[src/rtl/rrat_retire_ckpt_pkg.sv]
// Shared types for the retirement RAT: retire lane, freed-tag record, FSM state.
// Field widths are capacities; the top zero-extends its narrower ports into them.
package rrat_pkg;

  localparam int unsigned AREG_IDX_WIDTH  = 6;
  localparam int unsigned TAG_FIELD_WIDTH = 8;

  typedef struct packed {
    logic                       en;
    logic [AREG_IDX_WIDTH-1:0]  areg;
    logic [TAG_FIELD_WIDTH-1:0] tag;
  } rrat_retire_t;

  typedef struct packed {
    logic                       valid;
    logic [TAG_FIELD_WIDTH-1:0] tag;
  } rrat_free_t;

  typedef enum logic [0:0] {
    IDLE = 1'b0,
    HOLD = 1'b1
  } rrat_state_e;

endpackage

[src/rtl/rrat_retire_ckpt_chain.sv]
// Combinational retire chain: applies lanes oldest-first to the committed map.
// Optional RRAT_ZERO_REG_EN: writes to architectural register 0 are dropped.
module rrat_retire_chain
  import rrat_pkg::*;
#(
  parameter int unsigned SCALAR         = 2,
  parameter int unsigned NUM_ARCH_REGS  = 32,
  parameter int unsigned PREG_IDX_WIDTH = 6
) (
  input  logic         [NUM_ARCH_REGS-1:0][PREG_IDX_WIDTH-1:0] cur_map,
  input  rrat_retire_t [SCALAR-1:0]                            lanes,
  output logic         [NUM_ARCH_REGS-1:0][PREG_IDX_WIDTH-1:0] next_map,
  output rrat_free_t   [SCALAR-1:0]                            frees
);

  localparam int unsigned AW = $clog2(NUM_ARCH_REGS);

  logic [SCALAR-1:0] live;

  // Walking lanes in order gives both the intra-group forwarding of freed
  // tags and youngest-lane-wins on the final map.
  always_comb begin
    next_map = cur_map;
    live     = '0;
    for (int unsigned j = 0; j < SCALAR; j++) begin
      frees[j] = '0;
      live[j]  = lanes[j].en;
`ifdef RRAT_ZERO_REG_EN
      if (lanes[j].areg == '0) live[j] = 1'b0;
`endif
      if (live[j]) begin
        frees[j].valid = 1'b1;
        frees[j].tag   = TAG_FIELD_WIDTH'(next_map[lanes[j].areg[AW-1:0]]);
        next_map[lanes[j].areg[AW-1:0]] = lanes[j].tag[PREG_IDX_WIDTH-1:0];
      end
    end
  end

endmodule

[src/rtl/rrat_retire_ckpt.sv]
// Retirement RAT with freed-tag return and rollback snapshot handshake.
// Optional macro RRAT_ZERO_REG_EN hardwires architectural register 0 to tag 0.
module rrat_retire_ckpt
  import rrat_pkg::*;
#(
  parameter int unsigned SCALAR         = 2,
  parameter int unsigned NUM_ARCH_REGS  = 32,
  parameter int unsigned PREG_IDX_WIDTH = 6
) (
  input  logic                                                clock,
  input  logic                                                reset_n,
  input  logic [SCALAR-1:0]                                   retire_en,
  input  logic [SCALAR-1:0][$clog2(NUM_ARCH_REGS)-1:0]        retire_areg,
  input  logic [SCALAR-1:0][PREG_IDX_WIDTH-1:0]               retire_tag,
  output logic                                                retire_stall,
  output logic [SCALAR-1:0]                                   free_valid,
  output logic [SCALAR-1:0][PREG_IDX_WIDTH-1:0]               free_tag,
  input  logic                                                rollback,
  output logic                                                copy_valid,
  input  logic                                                copy_ready,
  output logic [NUM_ARCH_REGS-1:0][PREG_IDX_WIDTH-1:0]        copy_map
);

  if (NUM_ARCH_REGS > (1 << AREG_IDX_WIDTH)) begin : g_areg_chk
    $error("NUM_ARCH_REGS exceeds rrat_pkg areg field capacity");
  end
  if (PREG_IDX_WIDTH > TAG_FIELD_WIDTH || PREG_IDX_WIDTH < $clog2(NUM_ARCH_REGS)) begin : g_tag_chk
    $error("PREG_IDX_WIDTH out of range");
  end

  rrat_state_e                                  state;
  logic [NUM_ARCH_REGS-1:0][PREG_IDX_WIDTH-1:0] map_q;
  logic [NUM_ARCH_REGS-1:0][PREG_IDX_WIDTH-1:0] map_d;
  rrat_retire_t [SCALAR-1:0]                    lanes;
  rrat_free_t   [SCALAR-1:0]                    frees;

  always_comb begin
    for (int unsigned j = 0; j < SCALAR; j++) begin
      lanes[j].en   = retire_en[j] && (state == IDLE);
      lanes[j].areg = AREG_IDX_WIDTH'(retire_areg[j]);
      lanes[j].tag  = TAG_FIELD_WIDTH'(retire_tag[j]);
    end
  end

  rrat_retire_chain #(
    .SCALAR         (SCALAR),
    .NUM_ARCH_REGS  (NUM_ARCH_REGS),
    .PREG_IDX_WIDTH (PREG_IDX_WIDTH)
  ) u_chain (
    .cur_map  (map_q),
    .lanes    (lanes),
    .next_map (map_d),
    .frees    (frees)
  );

  always_ff @(posedge clock) begin
    if (!reset_n) begin
      state      <= IDLE;
      free_valid <= '0;
      free_tag   <= '0;
      for (int unsigned i = 0; i < NUM_ARCH_REGS; i++) begin
        map_q[i]    <= PREG_IDX_WIDTH'(i);
        copy_map[i] <= PREG_IDX_WIDTH'(i);
      end
    end else begin
      map_q <= map_d;
      for (int unsigned j = 0; j < SCALAR; j++) begin
        free_valid[j] <= frees[j].valid;
        free_tag[j]   <= frees[j].tag[PREG_IDX_WIDTH-1:0];
      end
      case (state)
        IDLE: if (rollback) begin
          copy_map <= map_d;
          state    <= HOLD;
        end
        HOLD: if (copy_ready) state <= IDLE;
        default: state <= IDLE;
      endcase
    end
  end

  assign retire_stall = (state == HOLD);
  assign copy_valid   = (state == HOLD);

endmodule

[config.mk]
export PLATFORM = sky130hd
export DESIGN_NAME = rrat_retire_ckpt
export DESIGN_NICKNAME = d
export VERILOG_FILES = /design/src/rtl/rrat_retire_ckpt_pkg.sv /design/src/rtl/rrat_retire_ckpt_chain.sv /design/src/rtl/rrat_retire_ckpt.sv
export SDC_FILE = /design/constraint.sdc
export NUM_CORES = 1
export LEC_CHECK = 0
export BUFFER_PORTS_ARGS = -buffer_cell sky130_fd_sc_hd__buf_4
export CORE_MARGIN = 2
export CORE_UTILIZATION = 34
export CTS_CLUSTER_SIZE = 16
export DETAILED_ROUTE_END_ITERATION = 8
export SLEW_MARGIN = 10
export SYNTH_ARGS = -nofsm -noshare
export SYNTH_HDL_FRONTEND = slang
export SYNTH_SLANG_ARGS = --single-unit
[constraint.sdc]
create_clock -name clock -period 4.1 [get_ports clock]
set_input_delay 0.82 -clock clock [delete_from_list [all_inputs] [get_ports clock]]
set_output_delay 0.82 -clock clock [all_outputs]
set_load 0.03 [all_outputs]
Yosys cells after proc, flatten, opt, wreduce, memory -nomap -nowiden
Cells that the tools add are included.
- register bits after elaboration: 399
- input port bits: 28
- output and inout bits: 208
- word-level logic and storage cells: 97
- order comparisons: 4
- mux-type cells: 17
- bitwise logic cells: 1
- reduce and logical (&&, ||, !) cells: 7
- operators by type and width (operator ; number):
    $bwmux 192 ; 2
    $mux 192 ; 2
    $bmux 6 s5 ; 2
    $demux 6 s5 ; 2
    $mux 6 ; 4
    $mux 9 ; 2
    $lt 5x6->1 const B ; 2
    $ge 5x1->1 const B ; 2
    $reduce_and 2->1 ; 3
    $logic_and 1x1->1 ; 4
    $mux 1 ; 2
    $pmux 1 s2 ; 1
    $not 1->1 ; 1

Longest topological paths before layout
- word-level depth: 9
- gate-level depth with buffers: 10
- depth with buffers taken out: 6

Hierarchy
A second synthesis with hierarchy kept.
- cell total of the unflattened synthesis: 2322
- area total of the unflattened synthesis: 21126.5 µm²
- by module, submodules not included (module ; times used ; cells an instance ; area an instance (µm²) ; seq. area each (µm²)):
    rrat_retire_ckpt ; 1 ; 1174 ; 13066.3 ; 7987.7
    rrat_retire_chain ; 1 ; 1148 ; 8060.2 ; 0.0

Least setup slack after synthesis
OpenSTA, ideal clock, no wires.
- kind: input-to-reg
- start point: input port retire_areg[2] in the netlist's numbering
- end point: register free_tag[10] in the netlist's numbering
- setup time: 0.125 ns
- arrival time: 2.773 ns
- required time: 3.975 ns
- path slack: 1.202 ns
- cell stages on the path: 8
- cells stage by stage: buf_2 > nor3_2 > nand2_1 > buf_2 > mux2i_1 > o41ai_1 > nand4_1 > o41a_1
- longest elaborated chain between the ends: 8
- ends and longest elaborated chain (element ; line ; text):
    from (decl) ; rrat_retire_ckpt.sv:13 ; input logic [SCALAR-1:0][$clog2(NUM_ARCH_REGS)-1:0] retire_areg,
    $lt 5x6->1 (not written as such) or $ge 5x1->1 (tied branches) ; rrat_retire_ckpt_chain.sv:34 ; next_map[lanes[j].areg[AW-1:0]] = lanes[j].tag[PREG_IDX_WIDTH-1:0];
    $logic_and 1x1->1 (not written as such) ; rrat_retire_ckpt_chain.sv:34 ;
    $mux 6 (not written as such) ; rrat_retire_ckpt_chain.sv:34 ;
    $demux 6 s5 * ; - ;
    $bwmux 192 * ; rrat_retire_ckpt_chain.sv:34 ;
    $mux 192 * ; rrat_retire_ckpt_chain.sv:31 ; if (live[j]) begin
    $bmux 6 s5 * ; rrat_retire_ckpt_chain.sv:33 ; frees[j].tag = TAG_FIELD_WIDTH'(next_map[lanes[j].areg[AW-1:0]]);
    $mux 6 (not written as such) * ; rrat_retire_ckpt_chain.sv:33 ;
    to (signal, indexed assignment) ; rrat_retire_ckpt.sv:69 ; free_tag[j] <= frees[j].tag[PREG_IDX_WIDTH-1:0];
    to (decl) ; rrat_retire_ckpt.sv:17 ; output logic [SCALAR-1:0][PREG_IDX_WIDTH-1:0] free_tag,
Every way passes the cells marked *; elsewhere a longest branch is shown, timed or not. The select of a mux whose other input is x is not followed.
A chain may end at the register's enable or synchronous reset.

Worst setup path in the final report
- start point: register state, in the netlist copy_valid
- end point: register free_tag[8] in the netlist's numbering
- longest elaborated chain between the ends: 5
- ends and longest elaborated chain (element ; line ; text):
    from (decl) ; rrat_retire_ckpt.sv:31 ; rrat_state_e state;
    from (signal assigned) ; rrat_retire_ckpt.sv:58 ; state <= IDLE;
    from (signal assigned) ; rrat_retire_ckpt.sv:74 ; state <= HOLD;
    from (signal assigned) ; rrat_retire_ckpt.sv:76 ; HOLD: if (copy_ready) state <= IDLE;
    $not 1->1 (no line) * ; - ;
    $logic_and 1x1->1 ; rrat_retire_ckpt.sv:39 ; lanes[j].en = retire_en[j] && (state == IDLE);
    $mux 192 ; rrat_retire_ckpt_chain.sv:31 ;
    $bmux 6 s5 ; rrat_retire_ckpt_chain.sv:33 ;
    $mux 6 (not written as such) ; rrat_retire_ckpt_chain.sv:33 ;
Marks and branches as above.

==> results_dict.tcl <==
set metrics [dict create \
    power_density_mw_per_mm2 374.7 \
    cts.repair.resized 0 \
    holdWs_ns 0.4677 \
    post_drt_wl_per_cell_um 23.83 \
    internal_power_mw 6.852 \
    switchingPower_mw 2.616 \
    cp-end-kind "flip-flop" \
    endpoint "free_tag[8]" \
    synth_flop_cell "dfxtp_1" \
    syn-cell-area_mm2 0.02116 \
    path_class "flip-flop to flip-flop" \
    dpl.hpwl_mm 59.79 \
    p_leak_nw 11.55 \
    synth_most_common_cell "nand2_1" \
    area_growth_pct 19.41 \
    reg2reg_setup_slack_ns 0.92 \
    rr_endpoint "free_tag[8]" \
    worstMarginPinSlew_ns 1.041 \
    worst-path-max-fanout 9 \
    grt_pass1_wl_mm 124.5 \
    overflow 0 \
    clock_latency_ns 0.60 \
    hold_class "flip-flop to flip-flop" \
    critPathSlowestCell "o41ai_1" \
    path_buf_inv 1 \
    grt_max_degree 197 \
    reg2regPathDepth 7 \
    crit_path_cell_trace "and4bb_2, and2_1, mux2i_1, o41ai_1, buf_4, nand4_1, o41a_1" \
    dieArea_mm2 0.06425 \
    netlist_top_cells_count "nand2_1 (629), dfxtp_1 (399), mux2i_1 (336)" \
    grtUsageTotal_pct 25.80 \
    status "finished, final reports clean" \
    required_ns 4.59 \
    pwr-share-seq_pct 42.9 \
    yosys-top-cells-area "dfxtp_1 (38%), mux2i_1 (16%), nand2_1 (11%)" \
    n_antenna_cell 0 \
    p_sw_share_pct 27.63 \
    syn_area_per_cell_um2 8.250 \
    fillers 6248 \
    num_vias 19350 \
    ys_seq_area_share_pct 37.75 \
    p_comb_share_pct 12.6 \
    r2r_start "copy_valid" \
    drt_iter0_markers 1862 \
    period_minus_slack_ns 3.181 \
    ys_warn_count 0 \
    cts.sinks 399 \
    setup_viol 0 \
    rsz0062_at_grt "false" \
    start_util_pct 34.35 \
    synth_top_area_share_pct 37.75 \
    port_buffers 235 \
    num_rows 91 \
    h-tree-depth 2 \
    yosys.area.top_type "dfxtp_1" \
    antenna_found_initial 0 \
    slew_headroom_pct 30.52 \
    drive_gt1_share_pct 17.36 \
    crit_cells 7 \
    tritoncts "done" \
    postRouteAntennaNets 0 \
    fin_skew_ns 0.02966 \
    root_buffer "clkbuf_16" \
    io_pins 236 \
    cpPeakStageDelay_ns 0.63 \
    synth_mux_area_share_pct 21.00 \
    cts_setup_buffers 0 \
    core_area_mm2 0.06160 \
    hold_viol 0 \
    synth_top_family_by_area "simple AND/OR/NAND/NOR gates" \
    fin_nets 2725 \
    pwr-share-clk_pct 44.5 \
    drv_cap 0 \
    synthXorXnorAreaFrac_pct 0 \
    synthSimpleGateAreaFrac_pct 23.34 \
    ctsLongestPathBuffers 3 \
    ctsHoldBuffers 0 \
    synth_adder_area_share_pct 0 \
    grt_pass1_vias 18640 \
    peakVddDrop_mv 0.2528 \
    arrival_ns 3.67 \
    setup.worst_path.start_class "flip-flop" \
    globalplace.congestion 0.9882 \
    cp_top_family "simple AND/OR/NAND/NOR gates" \
    ys_types 46 \
    synthCells 2565 \
    numCtsBuffers 47 \
    synth_compound_area_share_pct 12.85 \
    drt_wl_total_mm 85.03 \
    slew_violations 0 \
    vias_per_cell 5.422 \
    drc 0 \
    fin_setup_tns_ns 0 \
    crit_start "copy_valid" \
    fmax_mhz 314.4 \
    fp.dieW_um 253.5 \
    die_y_um 253.5 \
    synth_seq_cells 399 \
    min_period_over_period_pct 77.59 \
    synth_edf_count 0 \
    async_reset_ff_share_pct 0 \
    clk_transition_reported_paths_ns 0.06 \
    syn_nets 2593 \
    first_pass_iters 6 \
]
==> per-stage QoR <==
| stage | instance area (µm²) | power (mW) | util (%) | cells | worst slack (ns) |
|---|---|---|---|---|---|
| 2_1_floorplan | 21160 | 4.854 | - | 2565 | 1.202 |
| 3_3_place_gp | 23730 | 5.314 | 38.53 | 3485 | 0.4312 |
| 3_5_place_dp | 23730 | 5.324 | 38.53 | 3485 | 0.3944 |
| 4_1_cts | 25270 | 9.544 | 41.02 | 3568 | 0.8839 |
| 5_1_grt | 25270 | 9.795 | 41.02 | 3568 | 0.8646 |
| 6_report | 25270 | 9.467 | 41.02 | 3568 | 0.9189 |
==> sequential cells by signal, indices dropped and copies added, names as in the netlist <==
register / cells
copy_valid: 1
map_q: 192
copy_map: 192
free_tag: 12
free_valid: 2
==> layout make-up <==
cell class / instances / area [µm²] / area share, %
sequential: 399 / 7988 / 31.61
multi-input combinational: 1916 / 12130 / 48.02
clock buffer: 61 / 1299 / 5.140
clock inverter: 22 / 235.2 / 0.9309
tap: 837 / 1047 / 4.145
inverter: 1 / 3.754 / 0.01486
timing repair buffer: 332 / 2561 / 10.14
==> worst min path at each step <==
| stage | start | endpoint | slack [ns] | cells past startpoint |
|---|---|---|---|---|
| 3_5_place_dp | copy_map[109] | copy_map[109] | 0.46 | 2 |
| 6_report | copy_map[95] | copy_map[95] | 0.47 | 2 |
| 5_1_grt | rollback | copy_valid | 0.47 | 2 |
| 3_3_place_gp | copy_map[138] | copy_map[138] | 0.46 | 2 |
| 2_1_floorplan | copy_map[10] | copy_map[10] | 0.59 | 2 |
| 4_1_cts | copy_ready | copy_valid | 0.47 | 3 |
==> layout by cell type (no fill, tap or decap), types with 7 or more instances in the layout <==
cell / n
dfxtp_1: 399
and3b_1: 7
a22oi_1: 12
and2_1: 119
o21ai_0: 16
nand2_1: 629
o211ai_1: 16
a21oi_1: 176
clkbuf_16: 47
mux4_2: 48
clkinv_2: 11
nand2b_1: 66
o21a_1: 12
mux2i_1: 336
nor4_1: 12
o22ai_1: 30
a21boi_0: 112
o41ai_1: 24
nand3_1: 64
clkbuf_8: 8
clkbuf_1: 7
nor2_1: 177
buf_4: 326
==> logic make-up after synthesis <==
family          Yosys count
simple gates           1109
compound gates          423
flops                   399
mux                     384
buf+inv                 250
==> routing by layer <==
layer | part of all wire, % | GRT usage (%) | vias up | routed length, µm
li1 | - | - | 9003 | -
met1 | 44 | 35.05 | 9414 | 37450
met2 | 46 | 41.60 | 781 | 39060
met3 | 7.0 | 4.527 | 149 | 5961
met4 | 3.0 | 7.963 | 0 | 2558
met5 | 0 | 0 | - | 0
==> power groups by stage <==
stage	combinational, mW	clock [mW]	sequential, mW
6_report	1.19	4.21	4.06
5_1_grt	1.26	4.47	4.07
4_1_cts	1.19	4.30	4.06
3_5_place_dp	1.18	0	4.14
3_3_place_gp	1.17	0	4.14
2_1_floorplan	0.585	0	4.27
==> tightest hold or removal path: stages (launching register included) <==
cell,delay [ns]
dfxtp_1,0.31
nand2_1,0.05
a21boi_0,0.06
Power figures use the tool's default switching activity.
